`config.mk`:
```
export PLATFORM = sky130hd
export DESIGN_NAME = sram_controller
export DESIGN_NICKNAME = d
export VERILOG_FILES = /design/src/rtl/sram_controller.sv
export SDC_FILE = /design/constraint.sdc
export NUM_CORES = 1
export LEC_CHECK = 0
export ABC_CLOCK_PERIOD_IN_PS = 2150
export CAP_MARGIN = 5
export CORE_MARGIN = 2
export CORE_UTILIZATION = 42
export DETAILED_ROUTE_END_ITERATION = 8
export PLACE_DENSITY = 0.8
export SYNTH_ARGS = -nofsm -noshare
export SYNTH_HDL_FRONTEND = slang
export SYNTH_SLANG_ARGS = --single-unit
```
`constraint.sdc`:
```
create_clock -name clk -period 2.15 [get_ports clk]
set_clock_uncertainty 0.1 [all_clocks]
set_input_delay 0.215 -clock clk [delete_from_list [all_inputs] [get_ports clk]]
set_output_delay 0.215 -clock clk [all_outputs]
set_load 0.1 [all_outputs]
```
`src/rtl/sram_controller.sv`:
```
// Bridges 32-bit MEM-stage loads/stores to a 16-bit asynchronous SRAM.
// Each word access is two halfword phases (LO, then HI), and each phase lasts WAIT_CYCLES+1 clocks.
module sram_controller #(
  parameter int          WAIT_CYCLES = 1,
  parameter logic [31:0] BASE_ADDR   = 32'd1024,
  parameter int          SRAM_AW     = 18
) (
  input  logic               clk,
  input  logic               rst,
  input  logic               wr_en,
  input  logic               rd_en,
  input  logic [31:0]        address,
  input  logic [31:0]        write_data,
  output logic [31:0]        read_data,
  output logic               ready,
  output logic [SRAM_AW-1:0] sram_addr,
  output logic [15:0]        sram_dq_out,
  input  logic [15:0]        sram_dq_in,
  output logic               sram_dq_oe,
  output logic               sram_we_n,
  output logic               sram_oe_n
);

  localparam int CW = (WAIT_CYCLES < 1) ? 1 : $clog2(WAIT_CYCLES + 1);
  localparam logic [CW-1:0] CNT_LAST = CW'(WAIT_CYCLES);

  typedef enum logic [1:0] {IDLE, LO, HI, DONE} state_t;

  state_t             state_q, state_d;
  logic [CW-1:0]      cnt_q, cnt_d;
  logic               op_wr_q, op_wr_d;
  logic [SRAM_AW-2:0] waddr_q, waddr_d;
  logic [31:0]        wdata_q, wdata_d;
  logic [31:0]        read_data_q, read_data_d;

  logic [31:0] addr_off;
  logic        phase_hi;
  logic        cnt_last;
  logic        unused_addr_bits;

  assign addr_off = address - BASE_ADDR;
  // Bits above the SRAM word range are dropped, so out-of-range addresses wrap.
  assign unused_addr_bits = ^{addr_off[31:SRAM_AW+1], addr_off[1:0]};
  assign phase_hi  = (state_q == HI);
  assign cnt_last  = (cnt_q == CNT_LAST);
  assign ready     = ~(wr_en | rd_en) | (state_q == DONE);
  assign read_data = read_data_q;

  always_comb begin
    state_d     = state_q;
    cnt_d       = cnt_q;
    op_wr_d     = op_wr_q;
    waddr_d     = waddr_q;
    wdata_d     = wdata_q;
    read_data_d = read_data_q;
    sram_addr   = '0;
    sram_dq_out = '0;
    sram_dq_oe  = 1'b0;
    sram_we_n   = 1'b1;
    sram_oe_n   = 1'b1;

    case (state_q)
      IDLE: begin
        if (wr_en | rd_en) begin
          op_wr_d = wr_en;
          waddr_d = addr_off[SRAM_AW:2];
          wdata_d = write_data;
          cnt_d   = '0;
          state_d = LO;
        end
      end
      LO, HI: begin
        sram_addr = {waddr_q, phase_hi};
        if (op_wr_q) begin
          sram_dq_out = phase_hi ? wdata_q[31:16] : wdata_q[15:0];
          sram_dq_oe  = 1'b1;
          // Strobe releases one cycle early so address/data are stable at the we_n rising edge.
          sram_we_n   = cnt_last;
        end else begin
          sram_oe_n = 1'b0;
        end
        if (cnt_last) begin
          cnt_d   = '0;
          state_d = phase_hi ? DONE : HI;
          if (!op_wr_q) begin
            if (phase_hi) read_data_d[31:16] = sram_dq_in;
            else          read_data_d[15:0]  = sram_dq_in;
          end
        end else begin
          cnt_d = cnt_q + 1'b1;
        end
      end
      DONE:    state_d = IDLE;
      default: state_d = IDLE;
    endcase
  end

  always_ff @(posedge clk) begin
    if (rst) begin
      state_q     <= IDLE;
      cnt_q       <= '0;
      op_wr_q     <= 1'b0;
      waddr_q     <= '0;
      wdata_q     <= '0;
      read_data_q <= '0;
    end else begin
      state_q     <= state_d;
      cnt_q       <= cnt_d;
      op_wr_q     <= op_wr_d;
      waddr_q     <= waddr_d;
      wdata_q     <= wdata_d;
      read_data_q <= read_data_d;
    end
  end

endmodule

```
==> impl_metrics.json <==
{
  "n_antenna_cell": 0,
  "dieArea_um2": 9147,
  "grt_pass1_vias": 3478,
  "fin_nets": 678,
  "start_util_pct": 43.14,
  "r2r_end": "read_data[7]",
  "hold_depth": 2,
  "postSynth.asyncResetShare_pct": 0,
  "drtPass1Iterations": 4,
  "synth_edf_count": 0,
  "layout_setup_ws_ns": 0.05379,
  "critPathArrivalTime_ns": 1.78,
  "grtUsageMet3_pct": 4.585,
  "max_clock_freq_mhz": 477.1,
  "worstReg2RegStart": "state_q[1]",
  "p_leak_nw": 2.167,
  "post_drt_wl_per_cell_um": 14.59,
  "synth_seq_cells": 85,
  "num_rows": 33,
  "reg2reg_slack_ns": 0.33,
  "h-tree-depth": 3,
  "setup_viol": 0,
  "p_int_mw": 3.445,
  "slew_headroom_pct": 65.16,
  "cts_tree": "yes",
  "grt.busiest_layer": "met2",
  "hp-class": "input port to register",
  "syn_to_final_growth_pct": 63.57,
  "core_area_um2": 8175,
  "grt_max_degree": 52,
  "synth_area_per_cell_um2": 7.803,
  "synth_cell_types": 34,
  "drtIter0Drc": 110,
  "via_per_inst": 5.067,
  "timing.final.crit_period_ns": 2.096,
  "status": "complete, no violations",
  "die_w_um": 95.64,
  "final_common_cell": "nand2_1",
  "cp_cell_sequence": "inv_1 -> ha_4 -> nand2_4 -> buf_12 -> nor2_2 -> buf_12",
  "grtUsageMet2_pct": 41.72,
  "vdd_drop_max_v": 0.0007596,
  "cpPeakStageDelay_ns": 0.38,
  "required_ns": 1.84,
  "power_switching_mw": 2.579,
  "grtUsageTotal_pct": 22.33,
  "syn_area_um2": 3527,
  "drv_cap": 0,
  "power_density_nw_per_um2": 1044,
  "clk_latency_ns": 0.34,
  "dp_slack_ns": 0.1129,
  "grt-ovfl-total": 0,
  "path_max_fanout": 15,
  "portBuffers": 138,
  "root_buffer": "clkbuf_8",
  "startpoint_type": "register",
  "hold_start": "rst",
  "reg2regPathDepth": 7,
  "ios": 154,
  "antenna_found_initial": 0,
  "worst_pin_slew_ns": 0.5226,
  "slew_viol_final": 0,
  "critPathMostFrequentCell": "buf_12",
  "postSynthCellCount": 452,
  "routed_wirelength_um": 10200,
  "total_power_mw": 6.023,
  "dieHeight_um": 95.64,
  "layout_common_cells": "nand2_1 (146), dfxtp_1 (84), a21oi_1 (76), clkdlybuf4s50_1 (67), buf_4 (48)",
  "dr_total_vias": 3542,
  "p_sw_share_pct": 42.81,
  "syn_nets": 541,
  "synth_warnings": 0,
  "cp_slowest_cell": "dfxtp_4",
  "path_clk_slew_ns": 0.09,
  "hold_end": "waddr_q[2]",
  "cts.sinks": 85,
  "grt.met1_usage_pct": 24.74,
  "seq_power_share_pct": 33.0,
  "grt_first_pass_wirelength_um": 15880,
  "gp_congestion": 0.8062,
  "pwr-share-clk_pct": 18.6,
  "hpwl_um": 7429,
  "drive_above_1_share_pct": 22.56,
  "crit_type": "register to output pin",
  "yosysSeqAreaShare_pct": 48.24,
  "route.antenna.remaining_nets": 0,
  "ys.flop_type": "dfxtp_1",
  "combPwrFrac_pct": 48.4,
  "clockBufferDepth": 2,
  "drc": 0,
  "finalHoldViolCount": 0,
  "setup.worst_path.end_class": "output pin",
  "timing.final.crit_share_pct": 97.50,
  "numCtsBuffers": 9
}
==> cells by family (layout without fill, tap and decap cells) <==
family / count (synthesis) / in the layout / synth area share, %
AO/OA/AOI/OAI: 95 / 95 / 14.83
buffers and inverters: 40 / 182 / 4.470
adder cells (fa/ha/maj): 5 / 5 / 1.774
multiplexers: 16 / 16 / 4.541
XOR/XNOR: 2 / 2 / 0.4967
flip-flops: 85 / 85 / 48.24
AND/OR/NAND/NOR: 209 / 209 / 25.65
==> layout make-up <==
class,instances,area [um^2]
timing repair buffer,159,1879
tap,105,131.4
sequential,85,1705
clock inverter,4,47.55
fill,631,2406
inverter,7,30.03
clock buffer,12,145.1
multi-input combinational,327,1831
==> registers in the layout (all words and copies together) (netlist names) <==
signal     flops
waddr_q       17
cnt_last       1
wdata_q       32
state_q        2
op_wr_q        1
read_data     32
==> per-stage QoR <==
stage	cells	hold slack [ns]	setup TNS, ns	utilization [%]	area [um^2]
floorplan	452	0.2106	-0.1500	-	3671
global placement	677	0.3375	0	67.17	5492
detailed placement	677	0.3436	0	67.17	5492
CTS	694	0.06783	0	69.87	5712
global route	699	0.07488	-0.0003968	70.57	5769
finish	699	0.07641	0	70.57	5769
==> timing repair <==
| action | in CTS | in global routing |
|---|---|---|
| setup endpoints to repair | 31 | 6 |
| hold endpoints to repair | 0 | 0 |
| hold buffers | 0 | 0 |
| setup buffers | 1 | 5 |
| pin swaps | 1 | 1 |
| gates resized for setup | 3 | 2 |
==> power groups by stage <==
stage                     clock, mW  sequential, mW  combinational [mW]
after global routing           1.20            2.02                3.08
final                          1.12            1.99                2.91
after floorplan                   0            2.18                1.67
after global placement            0            2.00                2.76
after detailed placement          0            2.03                2.82
after CTS                      1.13            1.99                2.88
==> synth_stat cells, types with 2 or more instances <==
| cell | number | area [um^2] |
|---|---|---|
| dfxtp_1 | 85 | 1702 |
| and2_1 | 17 | 106.4 |
| nor2_1 | 24 | 90.09 |
| nand4_1 | 2 | 12.51 |
| mux2i_1 | 16 | 160.2 |
| buf_2 | 6 | 30.03 |
| xnor2_1 | 2 | 17.52 |
| nand2_1 | 148 | 555.5 |
| inv_1 | 7 | 26.28 |
| a211oi_1 | 8 | 60.06 |
| buf_1 | 3 | 11.26 |
| a311oi_1 | 3 | 26.28 |
| a21oi_1 | 76 | 380.4 |
| ha_1 | 5 | 62.56 |
| clkbuf_1 | 24 | 90.09 |
| nand2b_1 | 2 | 12.51 |
| nor3b_1 | 4 | 30.03 |
| nor4_1 | 2 | 12.51 |
| o21bai_1 | 3 | 22.52 |
==> metal layers <==
layer,wire (um),vias up,share of wire (%)
li1,-,1758,-
met1,4019,1660,39
met2,5383,108,53
met3,611,16,6.0
met4,186,0,1.8
met5,0,-,0
==> worst max-delay path by stage <==
stage | start | end | slack, ns | depth (start not counted)
finish | state_q[1] | sram_dq_out[3] | 0.05 | 6
global route | state_q[1] | sram_dq_out[3] | -0.0004 | 6
CTS | state_q[1] | sram_dq_out[3] | 0.01 | 6
detailed placement | address[11] | waddr_q[13] | 0.11 | 4
global placement | address[11] | waddr_q[13] | 0.19 | 4
floorplan | state_q[0] | sram_addr[1] | -0.02 | 5
==> critical path: cells and delay by family (launching register included) <==
kind	cells	cell delay, ns
adder cells (fa/ha/maj)	1	0.32
buffers and inverters	3	0.47
flip-flops	1	0.38
AND/OR/NAND/NOR	2	0.26
Note: power is estimated with default switching activity, not from simulation.
